--- config.mk ---
export PLATFORM = sky130hd
export DESIGN_NAME = mem_port_arbiter
export DESIGN_NICKNAME = d
export VERILOG_FILES = /design/src/rtl/mem_port_arbiter.sv
export SDC_FILE = /design/constraint.sdc
export NUM_CORES = 1
export LEC_CHECK = 0
export BUFFER_PORTS_ARGS = -buffer_cell sky130_fd_sc_hd__clkbuf_2
export CAP_MARGIN = 15
export CORE_ASPECT_RATIO = 1.2
export CORE_MARGIN = 1.5
export CORE_UTILIZATION = 25
export DETAILED_ROUTE_END_ITERATION = 6
export PLACE_DENSITY = 0.48
export SYNTH_ARGS = -nofsm -noshare
export SYNTH_HDL_FRONTEND = slang
export SYNTH_SLANG_ARGS = --single-unit
--- constraint.sdc ---
create_clock -name clk -period 3.8 [get_ports clk]
set_input_delay 0.19 -clock clk [delete_from_list [all_inputs] [get_ports clk]]
set_output_delay 0.19 -clock clk [all_outputs]
set_load 0.005 [all_outputs]
--- src/rtl/mem_port_arbiter.sv ---
// mem_port_arbiter
// Shares one unified memory port between instruction fetch (IF) and the
// data stage (DM). Data has priority. Once a transaction is granted and the
// memory stalls it, the owner is locked until mem_ready. Each requester is
// served once per pipeline advance, and its read data is held until both
// requesters are satisfied. mem_stall freezes the pipeline meanwhile.
//
// Ports:
//   clk, rst           clock, synchronous active-high reset
//   if_req/if_addr     fetch request; if_rdata returns the instruction word
//   dm_req/dm_we/...   data request (load/store); dm_rdata returns load data
//   mem_*              unified memory port (mem_ready/mem_rdata are same-cycle)
//   mem_stall          pipeline freeze level for the hazard unit
//   stall_cnt          free-running count of stalled cycles (wraps)
//
// state   | meaning
// IDLE    | no locked owner; grant by priority from pending requests
// LOCK_DM | data access presented, waiting for mem_ready
// LOCK_IF | fetch access presented, waiting for mem_ready
module mem_port_arbiter #(
  parameter int          ADDR_W         = 32,
  parameter int          DATA_W         = 32,
  // Counter value after reset; nonzero only to exercise wrap in simulation.
  parameter logic [31:0] STALL_CNT_INIT = 32'h0
) (
  input  logic                clk,
  input  logic                rst,
  input  logic                if_req,
  input  logic [ADDR_W-1:0]   if_addr,
  output logic [DATA_W-1:0]   if_rdata,
  input  logic                dm_req,
  input  logic                dm_we,
  input  logic [ADDR_W-1:0]   dm_addr,
  input  logic [DATA_W-1:0]   dm_wdata,
  input  logic [DATA_W/8-1:0] dm_wstrb,
  output logic [DATA_W-1:0]   dm_rdata,
  output logic                mem_valid,
  output logic                mem_we,
  output logic [ADDR_W-1:0]   mem_addr,
  output logic [DATA_W-1:0]   mem_wdata,
  output logic [DATA_W/8-1:0] mem_wstrb,
  input  logic                mem_ready,
  input  logic [DATA_W-1:0]   mem_rdata,
  output logic                mem_stall,
  output logic [31:0]         stall_cnt
);

  typedef enum logic [1:0] {
    IDLE    = 2'd0,
    LOCK_DM = 2'd1,
    LOCK_IF = 2'd2
  } owner_t;

  owner_t            owner;
  logic              served_dm, served_if;
  logic [DATA_W-1:0] dm_rdata_q, if_rdata_q;

  logic pend_dm, pend_if;
  logic gnt_dm, gnt_if;
  logic done_dm, done_if;
  logic sat_dm, sat_if;

  // Grants are suppressed during reset so the port goes quiet immediately.
  always_comb begin
    pend_dm = dm_req & ~served_dm;
    pend_if = if_req & ~served_if;
    gnt_dm  = 1'b0;
    gnt_if  = 1'b0;
    if (!rst) begin
      case (owner)
        LOCK_DM: gnt_dm = 1'b1;
        LOCK_IF: gnt_if = 1'b1;
        default: begin
          if (pend_dm)      gnt_dm = 1'b1;
          else if (pend_if) gnt_if = 1'b1;
        end
      endcase
    end
    done_dm   = gnt_dm & mem_ready;
    done_if   = gnt_if & mem_ready;
    sat_dm    = ~dm_req | served_dm | done_dm;
    sat_if    = ~if_req | served_if | done_if;
    mem_stall = ~rst & ~(sat_dm & sat_if);
  end

  // Fetches never write: we and strobes are forced low on a fetch grant.
  always_comb begin
    mem_valid = gnt_dm | gnt_if;
    mem_we    = 1'b0;
    mem_addr  = '0;
    mem_wdata = '0;
    mem_wstrb = '0;
    if (gnt_dm) begin
      mem_we    = dm_we;
      mem_addr  = dm_addr;
      mem_wdata = dm_wdata;
      mem_wstrb = dm_wstrb;
    end else if (gnt_if) begin
      mem_addr  = if_addr;
    end
  end

  assign dm_rdata = served_dm ? dm_rdata_q : mem_rdata;
  assign if_rdata = served_if ? if_rdata_q : mem_rdata;

  always_ff @(posedge clk) begin
    if (rst) begin
      owner      <= IDLE;
      served_dm  <= 1'b0;
      served_if  <= 1'b0;
      dm_rdata_q <= '0;
      if_rdata_q <= '0;
      stall_cnt  <= STALL_CNT_INIT;
    end else begin
      if (gnt_dm)      owner <= mem_ready ? IDLE : LOCK_DM;
      else if (gnt_if) owner <= mem_ready ? IDLE : LOCK_IF;
      else             owner <= IDLE;

      // Served flags live only until the pipeline advances.
      if (!mem_stall) begin
        served_dm <= 1'b0;
        served_if <= 1'b0;
      end else begin
        if (done_dm) begin
          served_dm  <= 1'b1;
          dm_rdata_q <= mem_rdata;
        end
        if (done_if) begin
          served_if  <= 1'b1;
          if_rdata_q <= mem_rdata;
        end
      end

      if (mem_stall) stall_cnt <= stall_cnt + 32'd1;
    end
  end

endmodule

==> flow_summary.json, run 1 <==
{
  "gr-total-overflow": 0,
  "hold_class": "input port to flip-flop",
  "clk_path_buf_depth": 2,
  "max-cap-violations": 0,
  "cts_num_sinks": 100,
  "dieWidth_um": 137,
  "crit_fanout": 33,
  "final_nets": 1049,
  "fill_cells": 2237,
  "min_period_over_period_pct": 70.0,
  "status": "finished, final reports clean",
  "p_leak_nw": 3.25,
  "die_area_sq_um": 22300,
  "holdBufCountCts": 0,
  "reg2reg_from": "owner[0]",
  "synth_edf_count": 0,
  "antenna_cells": 0,
  "antenna_found_initial": 0,
  "required_ns": 4.03,
  "h-tree-depth": 3,
  "detailedPlace.worstSlack_ns": 1.13,
  "synth.avg_cell_area_sq_um": 8.43,
  "routed_wl_mm": 18.4,
  "cts_tree": "built",
  "yosys_warnings": 0,
  "setup_viol": 0,
  "crit_path_start_kind": "flip-flop",
  "io_buffers": 304,
  "setup_tns_ns": 0,
  "powerDensity_nw_per_um2": 331,
  "synthDistinctLibCells": 42,
  "grt_max_degree": 100,
  "gp_congestion": 0.743,
  "reg2reg_depth": 8,
  "drt_first_pass_iters": 4,
  "grt_pass1_vias": 4758,
  "vias_per_cell": 4.58,
  "drc": 0,
  "critPathKind": "flip-flop to flip-flop",
  "min_period_ns": 2.66,
  "clk-insertion-delay-late_ns": 0.35,
  "die_h_um": 163,
  "numCtsBuffers": 9,
  "hold_end": "dm_rdata_q[0]",
  "synthArstFlopShare_pct": 0,
  "crit_path_end_kind": "flip-flop",
  "routedWlPerCell_um": 15.6,
  "hpwl_mm": 13.5,
  "min_path_cells": 3,
  "worstReg2RegEnd": "dm_rdata_q[23]",
  "synth_cells": 634,
  "ys_ff_latch": 100,
  "cts_setup_buffers": 0,
  "hold_viol": 0,
  "r2r_slack_ns": 1.14,
  "arrival_ns": 2.89,
  "num_rows": 58,
  "postCtsResizedCells": 0,
  "min_from": "mem_rdata[0]",
  "postRouteAntennaNets": 0,
  "fin_ws_ns": 1.14,
  "drt-initial-drc-count": 283,
  "area_growth_pct": 38.9,
  "vias": 5419,
  "io_pins": 305,
  "total_power_mw": 2.46,
  "grt_pass1_wl_mm": 26.9,
  "yosysSeqAreaShare_pct": 37.4,
  "netlist_area_sq_um": 5350,
  "layout-drive-gt1-share_pct": 44.6,
  "syn_nets": 775,
  "path_clk_slew_ns": 0.07,
  "fmax_mhz": 376,
  "track_usage_pct": 15.4,
  "core_area_sq_um": 21000,
  "cts-root-buf": "clkbuf_16",
  "slew_viol_final": 0,
  "finClkSkew_ns": 0.00832,
  "synth_ff_type": "dfxtp_1",
  "rsz0062_at_grt": "no",
  "tightest_slew_ns": 1.05,
  "maxSlewHeadroom_pct": 29.8,
  "ir_worst_vdd_mv": 0.202,
  "initial_core_util_pct": 25.5
}
[worst max-delay path by stage]
| stage | from | end | cells after the start |
|---|---|---|---|
| final | owner[0] | dm_rdata_q[23] | 8 |
| after global routing | owner[0] | dm_rdata_q[25] | 8 |
| after CTS | owner[0] | dm_rdata_q[23] | 8 |
| after detailed placement | owner[0] | dm_rdata_q[31] | 8 |
| after global placement | served_if | mem_addr[14] | 5 |
| after floorplan | owner[0] | stall_cnt[20] | 8 |
[layer usage]
metal | GRT usage [%] | up-vias | part of all wire (%)
li1 | - | 2755 | -
met1 | 22.4 | 2500 | 48
met2 | 22.2 | 152 | 44
met3 | 3.66 | 12 | 6.8
met4 | 4.64 | 0 | 1.2
met5 | 0 | - | 0
[registers in the layout, indices dropped and copies added, names as in the netlist]
name and flops:
dm_rdata_q 32, if_rdata_q 32, owner 2, served_dm 1, served_if 1, stall_cnt 32
[cell usage in the layout (no fill, tap or decap), drive strengths merged, types with 19 or more instances in the layout]
cell type,n
a21oi,52
nor2,19
clkbuf,312
and2,40
dfxtp,100
mux2,64
nand2,106
a22o,32
o21ai,49
nand2b,36
[logic make-up (layout without fill, tap and decap cells)]
kind of cell	Yosys count	in the layout	synth area share [%]
AO/OA/AOI/OAI	150	150	17.9
flip-flops	100	100	37.4
buffers and inverters	54	333	4.07
multiplexers	64	64	13.5
AND/OR/NAND/NOR	246	246	23.7
adder cells (fa/ha/maj)	3	3	0.702
XOR/XNOR	17	17	2.78
[cell usage after synthesis (3+ instances only)]
cell type,instances,share of area [%]
buf_1,3,0.21
and4_1,3,0.49
nor2b_1,5,0.58
xor2_1,15,2.5
nand2_1,106,7.4
o21ai_0,44,4.1
o211ai_1,4,0.56
and3_1,6,0.70
and2_1,39,4.6
nor3_1,3,0.28
nand2b_1,36,4.2
clkbuf_1,37,2.6
inv_1,4,0.28
nand3_1,3,0.28
or3_1,13,1.5
o2111ai_1,7,1.1
mux2_2,64,13
a21oi_1,51,4.8
o21ai_1,5,0.47
nand4_1,4,0.47
buf_2,9,0.84
ha_1,3,0.70
nor2_1,19,1.3
dfxtp_1,100,37
a22o_1,32,5.2
[critical path, cell delays in order (launching register included)]
cell	delay, ns
dfxtp_1	0.33
inv_1	0.05
ha_1	0.37
and4bb_4	0.23
a311oi_2	0.23
buf_4	0.30
o211a_2	0.65
buf_12	0.25
o21ai_0	0.11
[area by class of cell]
type / instances / area, sq um / share of cell area, %
inverter: 4 / 15.0 / 0.202
clock buffer: 9 / 225 / 3.03
sequential: 100 / 2000 / 27.0
clock inverter: 7 / 80.1 / 1.08
tap: 270 / 338 / 4.55
multi-input combinational: 480 / 3140 / 42.3
timing repair buffer: 313 / 1620 / 21.9
[metrics by stage]
step	hold WS [ns]	instances	util (%)	area [sq um]
final	0.0847	1183	35.4	7430
after global routing	0.0931	1183	35.4	7430
after CTS	0.0714	1183	35.4	7430
after detailed placement	0.442	1167	34.0	7120
after global placement	0.439	1166	33.8	7100
after floorplan	0.262	634	-	5350
[power by group]
group          switching, mW  internal, mW
combinational          0.201         0.213
sequential            0.0192          1.07
clock                  0.438         0.520
Power figures use the tool's default switching activity.
==> run 2: changes to the inputs <==
--- a/config.mk
+++ b/config.mk
@@ -5,13 +5,14 @@
 export SDC_FILE = /design/constraint.sdc
 export NUM_CORES = 1
 export LEC_CHECK = 0
+export ABC_AREA = 1
 export BUFFER_PORTS_ARGS = -buffer_cell sky130_fd_sc_hd__clkbuf_2
 export CAP_MARGIN = 15
 export CORE_ASPECT_RATIO = 1.2
 export CORE_MARGIN = 1.5
 export CORE_UTILIZATION = 25
 export DETAILED_ROUTE_END_ITERATION = 6
-export PLACE_DENSITY = 0.48
+export PLACE_DENSITY = 0.49
 export SYNTH_ARGS = -nofsm -noshare
 export SYNTH_HDL_FRONTEND = slang
 export SYNTH_SLANG_ARGS = --single-unit
==> constraint.sdc (replaced) <==
create_clock -name clk -period 2.4 [get_ports clk]
set_input_delay 0.12 -clock clk [delete_from_list [all_inputs] [get_ports clk]]
set_output_delay 0.12 -clock clk [all_outputs]
set_load 0.005 [all_outputs]
==> run 2 against run 1 <==
Against the previous run: global-route usage is 1.6 points higher; clock skew increased by 0.0040 ns; first-iteration DRC count grew 12%; final area increased by 8.9%; clock power grew 60%; worst hold slack worse by 0.071 ns; largest power group unchanged.
==> flow_summary.json, run 2 <==
{
  "seqPwrFrac_pct": 42.9,
  "final_common_cell": "clkbuf_2",
  "synthSimpleGateAreaFrac_pct": 35.6,
  "area_growth_pct": 38.7,
  "yosys-top-cells-count": "nand2_1 (219), inv_1 (139), nand3_1 (132)",
  "setup_viol": 0,
  "reg2reg_from": "owner[0]",
  "synth.largest_area_cell": "dfxtp_1",
  "min_period_over_period_pct": 96.1,
  "slew_viol_final": 0,
  "synthArstFlopShare_pct": 0,
  "cp_top_family": "simple AND/OR/NAND/NOR gates",
  "synth_edf_count": 0,
  "critPathBufInv": 4,
  "layout-drive-gt1-share_pct": 27.8,
  "synth_mux_area_share_pct": 0,
  "synth_cells": 976,
  "routed_wl_mm": 20.7,
  "syn_nets": 1117,
  "crit_path_end_kind": "output port",
  "placed_cells": 1551,
  "fmax_mhz": 434,
  "drt-initial-drc-count": 316,
  "track_usage_pct": 17.0,
  "gr-total-overflow": 0,
  "min_from": "mem_rdata[1]",
  "antenna_cells": 0,
  "io_pins": 305,
  "crit_fanout": 17,
  "cts-root-buf": "clkbuf_16",
  "die_h_um": 170,
  "postRouteAntennaNets": 0,
  "crit_path_top_delay_cell": "dfxtp_1",
  "synthDistinctLibCells": 21,
  "required_ns": 2.28,
  "switching_share_pct": 31.1,
  "min_period_ns": 2.31,
  "gp_congestion": 0.821,
  "max-cap-violations": 0,
  "yosysSeqAreaShare_pct": 34.3,
  "critPathMaxStageDelay_ns": 0.35,
  "io_buffers": 304,
  "synth_area_leaders": "dfxtp_1 (34%), nand2_1 (14%), nand3_1 (11%)",
  "h-tree-depth": 3,
  "cts_num_sinks": 100,
  "drt_first_pass_iters": 5,
  "synth_compound_area_share_pct": 15.4,
  "internal_power_mw": 2.77,
  "crit_path_start_kind": "flip-flop",
  "powerDensity_nw_per_um2": 497,
  "netlist_area_sq_um": 5830,
  "routedWlPerCell_um": 13.1,
  "status": "finished, final reports clean",
  "setup_tns_ns": 0,
  "p_comb_share_pct": 19.1,
  "hpwl_mm": 15.0,
  "numCtsBuffers": 9,
  "fin_ws_ns": 0.0948,
  "instances_no_fill": 1581,
  "synth_most_common_cell": "nand2_1",
  "detailedPlace.worstSlack_ns": 0.294,
  "hold_class": "input port to flip-flop",
  "path_clk_slew_ns": 0.08,
  "p_clk_share_pct": 38.0,
  "die_area_sq_um": 24300,
  "grt_pass1_wl_mm": 32.7,
  "synth.avg_cell_area_sq_um": 5.98,
  "tightest_slew_ns": 0.813,
  "synth-xor-area-share_pct": 0,
  "initial_core_util_pct": 25.3,
  "vias": 6896,
  "dieWidth_um": 142,
  "cts_tree": "built",
  "antenna_found_initial": 0,
  "total_power_mw": 4.02,
  "grt_max_degree": 79,
  "vias_per_cell": 4.36,
  "drc": 0,
  "yosys_warnings": 0,
  "p_sw_mw": 1.25,
  "synth_top_family_by_area": "simple AND/OR/NAND/NOR gates",
  "finClkSkew_ns": 0.0123,
  "synthAdderAreaFrac_pct": 0.643,
  "p_leak_nw": 4.11,
  "clk-insertion-delay-late_ns": 0.36,
  "reg_top3": "dm_rdata_q x32, if_rdata_q x32, stall_cnt x32",
  "mostFrequentLayoutCells": "clkbuf_2 (304), nand2_1 (219), inv_1 (139)",
  "crit_start": "owner[0]",
  "post_dp_cell_area_sq_um": 7620,
  "maxSlewHeadroom_pct": 45.8,
  "arrival_ns": 2.19,
  "final_area_sq_um": 8090,
  "clk_path_buf_depth": 2,
  "rsz0062_at_grt": "yes",
  "core_area_sq_um": 23000,
  "ys_ff_latch": 100,
  "path_cells": "inv_1, ha_1, nor2_2, nor2_4, nand3_2, nand3_2, nand2_2, nand2_2, inv_4, buf_12, clkbuf_2",
  "synth_top_area_share_pct": 34.3,
  "ir_worst_vdd_mv": 0.299,
  "synth_ff_type": "dfxtp_1",
  "num_rows": 61,
  "grt_pass1_vias": 6387,
  "final_nets": 1402,
  "hold_viol": 0,
  "critPathKind": "flip-flop to output port"
}
[run 2: timing repair]
action	in CTS	in global routing
endpoints found under the hold margin	13	0
endpoints found under the setup margin	1	7
cloned	0	1
resized for setup	1	7
hold buffers	13	0
setup buffers	0	0
[run 2: area by class of cell]
cell class | instances | area, sq um
flip-flops and latches | 100 | 2000
well taps | 315 | 394
inverters | 143 | 539
clock inverters | 7 | 81.3
multi-input cells | 674 | 3020
fillers | 2618 | 15000
clock buffers | 9 | 225
repair buffers | 333 | 1830
[run 2: kinds of logic (layout without fill, tap and decap cells)]
kind of cell,count (synthesis),in the layout
buffers and inverters,202,492
and+or+nand+nor,491,491
AOI/OAI and AO/OA,180,180
DFF,100,100
adders and majority gates,3,3
[run 2: path summary, 6_finish.rpt]
check             endpoint  slack [ns]  cells past startpoint
max              mem_stall        0.09                     11
min reg2reg  dm_rdata_q[7]        0.47                      2
max reg2reg  stall_cnt[26]        0.32                     12
min          dm_rdata_q[1]        0.01                      3
[run 2: worst reg2reg max path: cells and delay by family, from the launching register on]
| kind | cells | cell delay (ns) |
|---|---|---|
| fa+ha+maj | 1 | 0.35 |
| buf+inv | 2 | 0.42 |
| flops | 1 | 0.35 |
| simple gates | 9 | 0.91 |
[run 2: layer usage]
metal	share of wire [%]	GRT usage [%]
met1	44	20.5
met3	5.5	3.21
met2	49	30.2
met4	1.8	5.15
met5	0	0
[run 2: power groups by stage]
stage | Combinational, mW | Clock, mW | Sequential, mW
floorplan | 0.370 | 0 | 1.76
global placement | 0.749 | 0 | 1.76
detailed placement | 0.749 | 0 | 1.76
CTS | 0.770 | 1.59 | 1.72
global route | 0.870 | 1.65 | 1.73
finish | 0.766 | 1.53 | 1.72
[run 2: per-stage QoR]
stage          hold slack [ns]  utilization [%]
3_3_place_gp             0.361             33.1
4_1_cts               0.000682             35.0
2_1_floorplan            0.192                -
5_1_grt                 0.0183             35.1
3_5_place_dp             0.365             33.1
6_report                0.0139             35.1
==> run 3: changes to the inputs <==
--- a/config.mk
+++ b/config.mk
@@ -13,6 +13,8 @@
 export CORE_UTILIZATION = 25
 export DETAILED_ROUTE_END_ITERATION = 6
 export PLACE_DENSITY = 0.49
+export RECOVER_POWER = 50
 export SYNTH_ARGS = -nofsm -noshare
 export SYNTH_HDL_FRONTEND = slang
 export SYNTH_SLANG_ARGS = --single-unit
+export TNS_END_PERCENT = 100
==> run 3 against run 2 <==
Against the previous run: sequential cell count unchanged; critical path depth unchanged; clock power about the same; die area stayed put; via count rose by 0.38%; worst hold slack better by 0.0018 ns; critical endpoint unchanged; largest cell class unchanged; highest routed layer unchanged.
==> flow_summary.json, run 3 (synthesis gave the netlist of run 2 again) <==
{
  "path_clk_slew_ns": 0.08,
  "wl_met2_mm": 10.2,
  "setup_viol": 0,
  "min_period_ns": 2.31,
  "initial_core_util_pct": 25.3,
  "cts_num_sinks": 100,
  "drt_first_pass_iters": 4,
  "required_ns": 2.28,
  "dr_wl_met3_mm": 1.09,
  "placed_cells": 1551,
  "drt-initial-drc-count": 294,
  "crit_fanout": 17,
  "clk_path_buf_depth": 2,
  "final_common_cell": "clkbuf_2",
  "h-tree-depth": 3,
  "grt_max_degree": 79,
  "antenna_found_initial": 0,
  "rsz0062_at_grt": "yes",
  "routed_wl_mm": 20.8,
  "cts_setup_buffers": 0,
  "slew_viol_final": 0,
  "io_buffers": 304,
  "post-route-util_pct": 34.9,
  "vias": 6922,
  "ir_worst_vdd_mv": 0.298,
  "reg_top3": "dm_rdata_q x32, if_rdata_q x32, stall_cnt x32",
  "status": "finished, final reports clean",
  "clk-insertion-delay-late_ns": 0.36,
  "min_period_over_period_pct": 96.4,
  "hpwl_mm": 15.0,
  "drc": 0,
  "crit_path_start_kind": "flip-flop",
  "num_rows": 61,
  "highest_layer": "met4",
  "p_leak_nw": 4.03,
  "drt-met1-wl_mm": 9.13,
  "path_cells": "inv_1, ha_1, nor2_2, nor2_4, nand3_2, nand3_2, nand2_2, nand2_2, inv_4, buf_12, clkbuf_2",
  "tightest_slew_ns": 1.22,
  "track_usage_pct": 17.0,
  "critPathBufInv": 4,
  "antenna_cells": 0,
  "maxSlewHeadroom_pct": 18.4,
  "postRouteAntennaNets": 0,
  "cp_top_family": "simple AND/OR/NAND/NOR gates",
  "cts_tree": "built",
  "hold_slack_ns": 0.0156,
  "crit_path_end_kind": "output port",
  "routedWlPerCell_um": 13.1,
  "final_nets": 1402,
  "cts-root-buf": "clkbuf_16",
  "dieWidth_um": 142,
  "layout-drive-gt1-share_pct": 25.8,
  "core_area_sq_um": 23000,
  "crit_path_top_delay_cell": "dfxtp_1",
  "arrival_ns": 2.19,
  "numCtsBuffers": 9,
  "hold_class": "input port to flip-flop",
  "critPathMaxStageDelay_ns": 0.35,
  "mostFrequentLayoutCells": "clkbuf_2 (280), nand2_1 (219), inv_1 (139)",
  "grt_pass1_vias": 6387,
  "hold_viol": 0,
  "finClkSkew_ns": 0.0131,
  "critPathKind": "flip-flop to output port",
  "fmax_mhz": 432,
  "powerDensity_nw_per_um2": 499,
  "area_growth_pct": 38.0,
  "grt_pass1_wl_mm": 32.7,
  "die_h_um": 170,
  "total_power_mw": 4.02,
  "instances_no_fill": 1581,
  "gp_congestion": 0.821,
  "die_area_sq_um": 24300,
  "max-cap-violations": 0,
  "vias_per_cell": 4.38,
  "gr-total-overflow": 0,
  "io_pins": 305
}
run 3: worst reg2reg max path: cells and delay by family (launching register included):
kind / cells / cell delay (ns)
DFF: 1 / 0.35
and+or+nand+nor: 9 / 0.91
adders and majority gates: 1 / 0.35
buffers and inverters: 2 / 0.43
run 3: path summary, 6_finish.rpt:
| kind | from | end | slack (ns) | cells past startpoint |
|---|---|---|---|---|
| worst max-delay path | owner[0] | mem_stall | 0.09 | 11 |
| worst min-delay path | mem_rdata[1] | dm_rdata_q[1] | 0.02 | 3 |
| worst max register to register | owner[0] | stall_cnt[26] | 0.31 | 12 |
| worst min register to register | dm_rdata_q[7] | dm_rdata_q[7] | 0.47 | 2 |
run 3: power by group:
part / internal, mW / switching (mW)
clock network: 0.753 / 0.778
registers: 1.70 / 0.0259
logic: 0.317 / 0.447
total: 2.77 / 1.25
run 3: through the flow:
| step | TNS, ns | cell area (sq um) | setup slack (ns) |
|---|---|---|---|
| floorplan | 0 | 5830 | 0.621 |
| global placement | 0 | 7620 | 0.360 |
| detailed placement | 0 | 7620 | 0.294 |
| CTS | 0 | 8060 | 0.0406 |
| global route | -0.450 | 8050 | -0.0895 |
| finish | 0 | 8050 | 0.0858 |
run 3: routing by layer:
| layer | vias up | GRT usage (%) |
|---|---|---|
| met4 | 0 | 5.15 |
| li1 | 3659 | - |
| met3 | 26 | 3.21 |
| met1 | 3051 | 20.5 |
| met5 | - | 0 |
| met2 | 186 | 30.2 |
run 3: final cells by class:
type                    instances  area [sq um]
clock buffers                   9           225
clock inverters                 7          81.3
fillers                      2633         15000
inverters                     143           539
multi-input cells             674          3020
flip-flops and latches        100          2000
well taps                     315           394
repair buffers                333          1790
run 3: what timing repair did:
action	in CTS	in global routing
endpoints found under the setup margin	1	7
hold buffers	13	0
gates resized for setup	1	7
hold endpoints to repair	13	0
gates cloned	0	1
